`src/rtl/rv32_mc_controller.sv`:
```
// Multicycle RV32I(+M) control unit: Moore FSM that sequences fetch, decode,
// execute, memory and writeback for a shared-ALU, single-memory datapath.
// Handles variable-latency memory, optional iterative mul/div dispatch and
// halts on illegal instructions.
module rv32_mc_controller #(
  parameter bit MEM_WAIT  = 1'b1,
  parameter bit MULDIV_EN = 1'b0
) (
  input  logic       clk,
  input  logic       reset_n,
  input  logic [6:0] op,
  input  logic [2:0] funct3,
  input  logic [6:0] funct7,
  input  logic       eq,
  input  logic       lt,
  input  logic       ltu,
  input  logic       mem_ready,
  input  logic       mul_done,
  output logic       PCWrite,
  output logic       IRWrite,
  output logic       RegWrite,
  output logic       MemWrite,
  output logic       MemRead,
  output logic       AdrSrc,
  output logic [1:0] ALUSrcA,
  output logic [1:0] ALUSrcB,
  output logic [1:0] ResultSrc,
  output logic [2:0] ImmSrc,
  output logic [3:0] ALUControl,
  output logic [2:0] LdStrSrc,
  output logic       mul_start,
  output logic       retire,
  output logic       trap
);

  localparam logic [6:0] OP_LOAD   = 7'b0000011;
  localparam logic [6:0] OP_STORE  = 7'b0100011;
  localparam logic [6:0] OP_RTYPE  = 7'b0110011;
  localparam logic [6:0] OP_ITYPE  = 7'b0010011;
  localparam logic [6:0] OP_BRANCH = 7'b1100011;
  localparam logic [6:0] OP_JAL    = 7'b1101111;
  localparam logic [6:0] OP_JALR   = 7'b1100111;
  localparam logic [6:0] OP_LUI    = 7'b0110111;
  localparam logic [6:0] OP_AUIPC  = 7'b0010111;
  localparam logic [6:0] F7_MULDIV = 7'b0000001;

  localparam logic [3:0] ALU_ADD  = 4'b0000;
  localparam logic [3:0] ALU_SUB  = 4'b0001;
  localparam logic [3:0] ALU_SLL  = 4'b0010;
  localparam logic [3:0] ALU_SLT  = 4'b0011;
  localparam logic [3:0] ALU_SLTU = 4'b0100;
  localparam logic [3:0] ALU_XOR  = 4'b0101;
  localparam logic [3:0] ALU_SRL  = 4'b0110;
  localparam logic [3:0] ALU_SRA  = 4'b0111;
  localparam logic [3:0] ALU_OR   = 4'b1000;
  localparam logic [3:0] ALU_AND  = 4'b1001;

  localparam logic [1:0] SRCA_PC    = 2'b00;
  localparam logic [1:0] SRCA_OLDPC = 2'b01;
  localparam logic [1:0] SRCA_RS1   = 2'b10;
  localparam logic [1:0] SRCA_ZERO  = 2'b11;
  localparam logic [1:0] SRCB_RS2   = 2'b00;
  localparam logic [1:0] SRCB_IMM   = 2'b01;
  localparam logic [1:0] SRCB_FOUR  = 2'b10;

  localparam logic [2:0] IMM_I = 3'b000;
  localparam logic [2:0] IMM_S = 3'b001;
  localparam logic [2:0] IMM_B = 3'b010;
  localparam logic [2:0] IMM_U = 3'b011;
  localparam logic [2:0] IMM_J = 3'b100;

  typedef enum logic [3:0] {
    S_FETCH    = 4'd0,
    S_DECODE   = 4'd1,
    S_MEMADR   = 4'd2,
    S_MEMREAD  = 4'd3,
    S_MEMWB    = 4'd4,
    S_MEMWRITE = 4'd5,
    S_EXECUTER = 4'd6,
    S_EXECUTEI = 4'd7,
    S_ALUWB    = 4'd8,
    S_BRANCH   = 4'd9,
    S_JAL      = 4'd10,
    S_JALR     = 4'd11,
    S_UTYPE    = 4'd12,
    S_MULDIV   = 4'd13,
    S_MULWB    = 4'd14,
    S_TRAP     = 4'd15
  } state_t;

  state_t state_q, state_d;
  logic   mul_busy_q, mul_busy_d;
  logic   ready_s;

  // ALU operation for register (is_r=1) or immediate arithmetic.
  function automatic logic [3:0] alu_decode(input logic [2:0] f3, input logic f7_5,
                                            input logic is_r);
    logic [3:0] ctl;
    case (f3)
      3'b000:  ctl = (is_r && f7_5) ? ALU_SUB : ALU_ADD;
      3'b001:  ctl = ALU_SLL;
      3'b010:  ctl = ALU_SLT;
      3'b011:  ctl = ALU_SLTU;
      3'b100:  ctl = ALU_XOR;
      3'b101:  ctl = f7_5 ? ALU_SRA : ALU_SRL;
      3'b110:  ctl = ALU_OR;
      3'b111:  ctl = ALU_AND;
      default: ctl = ALU_ADD;
    endcase
    return ctl;
  endfunction

  // Branch condition from the ALU compare flags.
  function automatic logic branch_taken(input logic [2:0] f3, input logic f_eq,
                                        input logic f_lt, input logic f_ltu);
    logic tk;
    case (f3)
      3'b000:  tk = f_eq;
      3'b001:  tk = !f_eq;
      3'b100:  tk = f_lt;
      3'b101:  tk = !f_lt;
      3'b110:  tk = f_ltu;
      3'b111:  tk = !f_ltu;
      default: tk = 1'b0;
    endcase
    return tk;
  endfunction

  // Without a waiting memory every access completes in its first cycle.
  assign ready_s = MEM_WAIT ? mem_ready : 1'b1;

  // State register and mul/div entry flag.
  always_ff @(posedge clk or negedge reset_n) begin
    if (!reset_n) begin
      state_q    <= S_FETCH;
      mul_busy_q <= 1'b0;
    end else begin
      state_q    <= state_d;
      mul_busy_q <= mul_busy_d;
    end
  end

  // Next-state and Moore outputs; everything forced low while reset is held.
  always_comb begin
    state_d    = state_q;
    mul_busy_d = 1'b0;
    PCWrite    = 1'b0;
    IRWrite    = 1'b0;
    RegWrite   = 1'b0;
    MemWrite   = 1'b0;
    MemRead    = 1'b0;
    AdrSrc     = 1'b0;
    ALUSrcA    = SRCA_PC;
    ALUSrcB    = SRCB_RS2;
    ResultSrc  = 2'b00;
    ImmSrc     = IMM_I;
    ALUControl = ALU_ADD;
    LdStrSrc   = 3'b000;
    mul_start  = 1'b0;
    retire     = 1'b0;
    trap       = 1'b0;
    if (reset_n) begin
      LdStrSrc = funct3;
      case (state_q)
        S_FETCH: begin
          MemRead   = 1'b1;
          ALUSrcB   = SRCB_FOUR;
          ResultSrc = 2'b10;
          IRWrite   = ready_s;
          PCWrite   = ready_s;
          state_d   = ready_s ? S_DECODE : S_FETCH;
        end
        S_DECODE: begin
          ALUSrcA = SRCA_OLDPC;
          ALUSrcB = SRCB_IMM;
          ImmSrc  = (op == OP_JAL) ? IMM_J : IMM_B;
          case (op)
            OP_LOAD, OP_STORE: state_d = S_MEMADR;
            OP_RTYPE: begin
              if (funct7 == F7_MULDIV) begin
                state_d = MULDIV_EN ? S_MULDIV : S_TRAP;
              end else begin
                state_d = S_EXECUTER;
              end
            end
            OP_ITYPE:  state_d = S_EXECUTEI;
            OP_BRANCH: state_d = (funct3[2:1] == 2'b01) ? S_TRAP : S_BRANCH;
            OP_JAL:    state_d = S_JAL;
            OP_JALR:   state_d = S_JALR;
            OP_LUI, OP_AUIPC: state_d = S_UTYPE;
            default:   state_d = S_TRAP;
          endcase
        end
        S_MEMADR: begin
          ALUSrcA = SRCA_RS1;
          ALUSrcB = SRCB_IMM;
          ImmSrc  = (op == OP_LOAD) ? IMM_I : IMM_S;
          state_d = (op == OP_LOAD) ? S_MEMREAD : S_MEMWRITE;
        end
        S_MEMREAD: begin
          AdrSrc  = 1'b1;
          MemRead = 1'b1;
          state_d = ready_s ? S_MEMWB : S_MEMREAD;
        end
        S_MEMWB: begin
          ResultSrc = 2'b01;
          RegWrite  = 1'b1;
          retire    = 1'b1;
          state_d   = S_FETCH;
        end
        S_MEMWRITE: begin
          AdrSrc   = 1'b1;
          MemWrite = 1'b1;
          retire   = ready_s;
          state_d  = ready_s ? S_FETCH : S_MEMWRITE;
        end
        S_EXECUTER: begin
          ALUSrcA    = SRCA_RS1;
          ALUSrcB    = SRCB_RS2;
          ALUControl = alu_decode(funct3, funct7[5], 1'b1);
          state_d    = S_ALUWB;
        end
        S_EXECUTEI: begin
          ALUSrcA    = SRCA_RS1;
          ALUSrcB    = SRCB_IMM;
          ImmSrc     = IMM_I;
          ALUControl = alu_decode(funct3, funct7[5], 1'b0);
          state_d    = S_ALUWB;
        end
        S_ALUWB: begin
          RegWrite = 1'b1;
          retire   = 1'b1;
          state_d  = S_FETCH;
        end
        S_BRANCH: begin
          ALUSrcA    = SRCA_RS1;
          ALUSrcB    = SRCB_RS2;
          ALUControl = ALU_SUB;
          PCWrite    = branch_taken(funct3, eq, lt, ltu);
          retire     = 1'b1;
          state_d    = S_FETCH;
        end
        S_JALR: begin
          ALUSrcA = SRCA_RS1;
          ALUSrcB = SRCB_IMM;
          ImmSrc  = IMM_I;
          state_d = S_JAL;
        end
        S_JAL: begin
          // ALUOut holds the target; the ALU forms the link value PC+4.
          ALUSrcA = SRCA_OLDPC;
          ALUSrcB = SRCB_FOUR;
          PCWrite = 1'b1;
          state_d = S_ALUWB;
        end
        S_UTYPE: begin
          ALUSrcA = (op == OP_LUI) ? SRCA_ZERO : SRCA_OLDPC;
          ALUSrcB = SRCB_IMM;
          ImmSrc  = IMM_U;
          state_d = S_ALUWB;
        end
        S_MULDIV: begin
          mul_start = !mul_busy_q;
          if (mul_done) begin
            state_d = S_MULWB;
          end else begin
            state_d    = S_MULDIV;
            mul_busy_d = 1'b1;
          end
        end
        S_MULWB: begin
          ResultSrc = 2'b11;
          RegWrite  = 1'b1;
          retire    = 1'b1;
          state_d   = S_FETCH;
        end
        S_TRAP: begin
          trap    = 1'b1;
          state_d = S_TRAP;
        end
        default: begin
          state_d = S_TRAP;
        end
      endcase
    end else begin
      state_d = S_FETCH;
    end
  end

endmodule

```
`config.mk`:
```
export PLATFORM = sky130hd
export DESIGN_NAME = rv32_mc_controller
export DESIGN_NICKNAME = d
export VERILOG_FILES = /design/src/rtl/rv32_mc_controller.sv
export SDC_FILE = /design/constraint.sdc
export NUM_CORES = 1
export LEC_CHECK = 0
export ABC_AREA = 1
export CORE_MARGIN = 2
export CORE_UTILIZATION = 30
export DETAILED_ROUTE_END_ITERATION = 8
export GPL_ROUTABILITY_DRIVEN = 0
export PLACE_DENSITY = 0.62
export SLEW_MARGIN = 30
export SYNTH_ARGS = -nofsm -noshare
export SYNTH_HDL_FRONTEND = slang
export SYNTH_SLANG_ARGS = --single-unit
```
`constraint.sdc`:
```
create_clock -name clk -period 1.29 [get_ports clk]
set_input_delay 0.258 -clock clk [delete_from_list [all_inputs] [get_ports clk]]
set_output_delay 0.258 -clock clk [all_outputs]
set_load 0.005 [all_outputs]
```
Word level (Yosys, flattened, before mapping)
Cells that the tools add are included.
{"block": "classes", "addsub": 0, "n_lt_le_gt_ge": 0, "bitwise_logic": 0, "eq_ne": 33, "multipliers": 0, "div_mod_pow": 0, "reduce_logical": 17, "mux": 50, "n_shift": 0}
{"op": "4-bit one-hot mux with 8 select lines", "n": 2}
{"op": "4-bit one-hot mux with 10 select lines", "n": 1}
{"op": "4-bit == test (second input constant)", "n": 8}
{"op": "4-bit one-hot mux with 7 select lines", "n": 1}
{"op": "1-bit two-way mux", "n": 23}
{"op": "7-bit by 6-bit == test with 1-bit output (second input constant)", "n": 3}
{"op": "7-bit == test (second input constant)", "n": 3}
{"op": "3-bit two-way mux", "n": 7}
{"op": "4-bit by 3-bit == test with 1-bit output (second input constant)", "n": 4}
{"op": "7-bit by 5-bit == test with 1-bit output (second input constant)", "n": 2}
{"op": "3-bit == test (second input constant)", "n": 4}
{"op": "4-bit two-way mux", "n": 3}
{"op": "2-bit one-hot mux with 3 select lines", "n": 2}
{"op": "4-bit one-hot mux with 3 select lines", "n": 1}
{"op": "2-bit OR reduction", "n": 6}
{"op": "2-bit two-way mux", "n": 5}
{"op": "5-bit OR reduction", "n": 2}
{"op": "3-bit one-hot mux with 3 select lines", "n": 1}
{"op": "4-bit by 2-bit == test with 1-bit output (second input constant)", "n": 2}
{"op": "4-bit OR reduction", "n": 2}
{"op": "7-bit by 1-bit == test with 1-bit output (second input constant)", "n": 1}
{"op": "7-bit by 2-bit == test with 1-bit output (second input constant)", "n": 1}
{"op": "3-bit by 2-bit == test with 1-bit output (second input constant)", "n": 2}
{"op": "1-bit one-hot mux with 6 select lines", "n": 1}
{"op": "10 further kinds", "n": 13}
{"block": "totals", "latch_bits": 0, "regBits": 5, "word_cells": 102, "ramBits": 0, "out_inout_bits": 25, "rom_bits": 0, "inputBits": 24, "mem_count": 0}

Logic depth before layout (Yosys ltp)
{"block": "depth", "word_depth": 5, "mapped_depth": 12, "depth_no_buf": 12}

Worst setup path before layout
Ideal clock, no wire load.
{"block": "synth_timing", "kind": "reg2out", "from": "register state_q[3]", "to": "output port ALUControl[1]", "required_time_ns": 1.032, "setup_slack_ns": -0.014, "path_stages_with_launch": 8, "t_arrival_ns": 1.046, "path_cell_list": "dfrtp_1 inv_1 nand2_1 nor2_1 nand2_1 inv_1 nand2_1 a21oi_1"}
{"block": "synth_via", "elab_chain_len": 3, "elab_cells_between_ends": 5, "cone_classes": "3 x eq/ne; 2 x mux"}
{"item": "from (decl)", "line": "91", "text": "state_t state_q, state_d;"}
{"item": "from (signal assigned)", "line": "138", "text": "state_q <= state_d;"}
{"item": "4-bit == test / 4-bit by 3-bit == test with 1-bit output (equally long branches)", "line": "164", "text": "case (state_q)"}
{"item": "4-bit one-hot mux with 3 select lines (*)", "line": "164"}
{"item": "4-bit two-way mux (*)", "line": "162", "text": "if (reset_n) begin"}
{"item": "to (decl)", "line": "29", "text": "output logic [3:0] ALUControl,"}
Every way passes the cells marked *; elsewhere a longest branch is shown, timed or not.

Final worst setup path
{"block": "layout_timing", "from": "register state_q[3]", "to": "output port IRWrite"}
{"block": "layout_via", "elab_chain_len": 3}
{"item": "4-bit zero test", "line": "164"}
{"item": "1-bit two-way mux", "line": "164"}
{"item": "1-bit two-way mux", "line": "162"}
{"item": "to (decl)", "line": "20", "text": "output logic IRWrite,"}
Every way passes these cells.

==> impl_metrics.json <==
{
  "outcome": "finished, violations left",
  "violations": "negative setup slack",
  "io_pins": 49,
  "routed_wl_um": 5510,
  "drive_gt1_share_pct": 60.4,
  "worst_slack_ns": -0.542,
  "hpwl_um": 2920,
  "fin_total_pwr_mw": 3.14,
  "area_growth_pct": 159,
  "ys_ff_latch": 5,
  "place_inst": 319,
  "drtIter0Drc": 160,
  "grt_pass1_vias": 1640,
  "hold_violations": 0,
  "maxSlewHeadroom_pct": 79.9,
  "final_cells": 346,
  "clk_latency_ns": 0.25,
  "dp_slack_ns": -0.877,
  "peakVddDrop_mv": 0.692,
  "synth_cell_type_count": 24,
  "power_density_mw_per_mm2": 1300,
  "worst_pin_slew_ns": 0.300,
  "worstSetupPathType": "flip-flop to output pin",
  "grtUsageTotal_pct": 28.4,
  "synthCells": 188,
  "htree_num_levels": 1,
  "finClkSkew_ns": 0.00415,
  "cts_sinks": 5,
  "wl_per_cell_um": 15.9,
  "first_pass_iters": 4,
  "grt_start_max_net_pins": 9,
  "fmax_ghz": 0.546,
  "slew_viol_final": 0,
  "path_max_fanout": 4,
  "max-cap-violations": 0,
  "grt_first_pass_wirelength_um": 7660,
  "rsz0062_at_grt": "yes",
  "die_w_um": 59.8,
  "vias": 1799,
  "p_leak_nw": 1.25,
  "clk_path_buf_depth": 2,
  "vias_per_cell": 5.20,
  "overflow": 0,
  "die_y_um": 59.8,
  "path_clk_slew_ns": 0.05,
  "yosysSeqAreaShare_pct": 13.4,
  "timing.rr.end": "state_q[0]$_DFF_PN0_",
  "antenna_cells": 0,
  "cts_buffers": 3,
  "antenna_found_initial": 0,
  "timing.final.crit_share_pct": 142,
  "r2r_slack_ns": -0.38,
  "crit_path_end_kind": "output pin",
  "io_buffers": 48,
  "crit_arrival_ns": 1.57,
  "final_antenna_net_count": 0,
  "start_kind": "flip-flop",
  "initial_core_util_pct": 31.1,
  "ys_warn_count": 0,
  "period_needed_ns": 1.83,
  "ctsRootBufferMaster": "clkbuf_4",
  "cts_tree": "done",
  "dieArea_mm2": 0.00357,
  "worstSetupStartpoint": "state_q[3]$_DFF_PN0_",
  "postSynthAreaPerCell_um2": 4.96,
  "ff2ff_path_depth": 12,
  "placementRows": 20,
  "regToRegStartpoint": "state_q[3]$_DFF_PN0_",
  "crit_end": "IRWrite",
  "whs_ns": 0.508,
  "hold_class": "input port to async pin",
  "drcViolationCount": 0,
  "nets": 338,
  "setup_viol": 26,
  "synth_area_um2": 933,
  "coreArea_mm2": 0.00300,
  "mappedNetlistNets": 212,
  "crit_required_ns": 1.03
}
==> critical path, cell delays in order (launching register included) <==
cell,delay [ns]
dfrtp_2,0.46
nor2_4,0.20
inv_2,0.09
nor2_4,0.15
nand2_2,0.08
buf_6,0.14
nor2_4,0.09
buf_2,0.12
==> report_power, final <==
group	total (mW)	switching (mW)	internal, mW
Clock	0.186	0.0687	0.117
Combinational	2.63	1.32	1.31
Sequential	0.323	0.112	0.211
==> Yosys cell counts, drive strengths merged <==
master	n	area (um2)
a21oi	14	73.8
a31oi	3	18.8
a41oi	1	8.76
buf	2	10.0
clkbuf	2	7.51
dfrtp	5	125
inv	33	124
nand2	58	218
nand3	14	70.1
nand4	4	25.0
nor2	36	155
nor3	5	25.0
nor3b	1	7.51
nor4	1	6.26
o2111ai	1	8.76
o211ai	1	7.51
o21ai	4	20.0
o221ai	1	8.76
o22ai	1	6.26
o31ai	1	7.51
==> metrics by stage <==
stage	cell area, um2	util (%)	setup TNS, ns
floorplan	938	-	0
global placement	1860	62.0	-18.35
detailed placement	1860	62.0	-18.62
CTS	2250	74.9	-8.66
global route	2420	80.5	-12.24
finish	2420	80.5	-10.64
==> cells by family after synthesis <==
| kind of cell | after synthesis | share of synthesized area, % |
|---|---|---|
| and+or+nand+nor | 119 | 54.3 |
| buffers and inverters | 37 | 15.1 |
| AOI/OAI and AO/OA | 27 | 17.2 |
| DFF | 5 | 13.4 |
==> per-layer routing <==
metal / track usage [%] / wire length, um / part of all wire (%)
met1: 32.7 / 2150 / 39
met2: 52.8 / 2870 / 52
met3: 4.11 / 285 / 5.2
met4: 9.52 / 206 / 3.7
met5: 0 / 0 / 0
==> area by class of cell <==
class,instances,area (um2)
clock buffers,4,26.3
flip-flops and latches,5,130
inverters,33,136
multi-input cells,146,1030
repair buffers,125,1060
fillers,199,584
well taps,33,41.3
==> worst min path at each step <==
stage                                 to  slack (ns)
floorplan           mul_busy_q$_DFF_PN0_       -0.04
global placement    mul_busy_q$_DFF_PN0_        0.59
detailed placement  state_q[3]$_DFF_PN0_        0.60
CTS                 state_q[3]$_DFF_PN0_        0.48
global route        state_q[3]$_DFF_PN0_        0.51
finish              state_q[3]$_DFF_PN0_        0.51
==> registers in the layout, indices dropped and copies added, names as in the netlist <==
signal      flops
mul_busy_q      1
state_q         4
==> timing repair <==
action	in CTS	in global routing
hold buffers	1	0
hold endpoints to repair	5	0
buffers inserted	24	6
cloned	0	0
pin swaps	26	28
endpoints found under the setup margin	29	27
resized for setup	201	37
==> layout by cell type, fill, tap and decap left out, types with 2 or more instances in the layout <==
cell,instances
nand3_2,5
inv_1,15
nand3_1,8
dlygate4sd2_1,8
clkdlybuf4s15_2,3
buf_4,52
clkbuf_4,3
a31oi_1,2
nor2_1,22
inv_4,5
nand2_2,12
nand2_8,2
clkdlybuf4s50_1,14
nor2_2,3
o21ai_0,3
inv_2,13
nor3_2,2
buf_6,21
buf_12,3
nand2_1,35
dfrtp_2,4
nor3_4,2
a21oi_1,4
nand2_4,9
nand4_1,4
nor2_4,11
buf_2,23
a21oi_2,10
(Power assumes the default switching activity.)
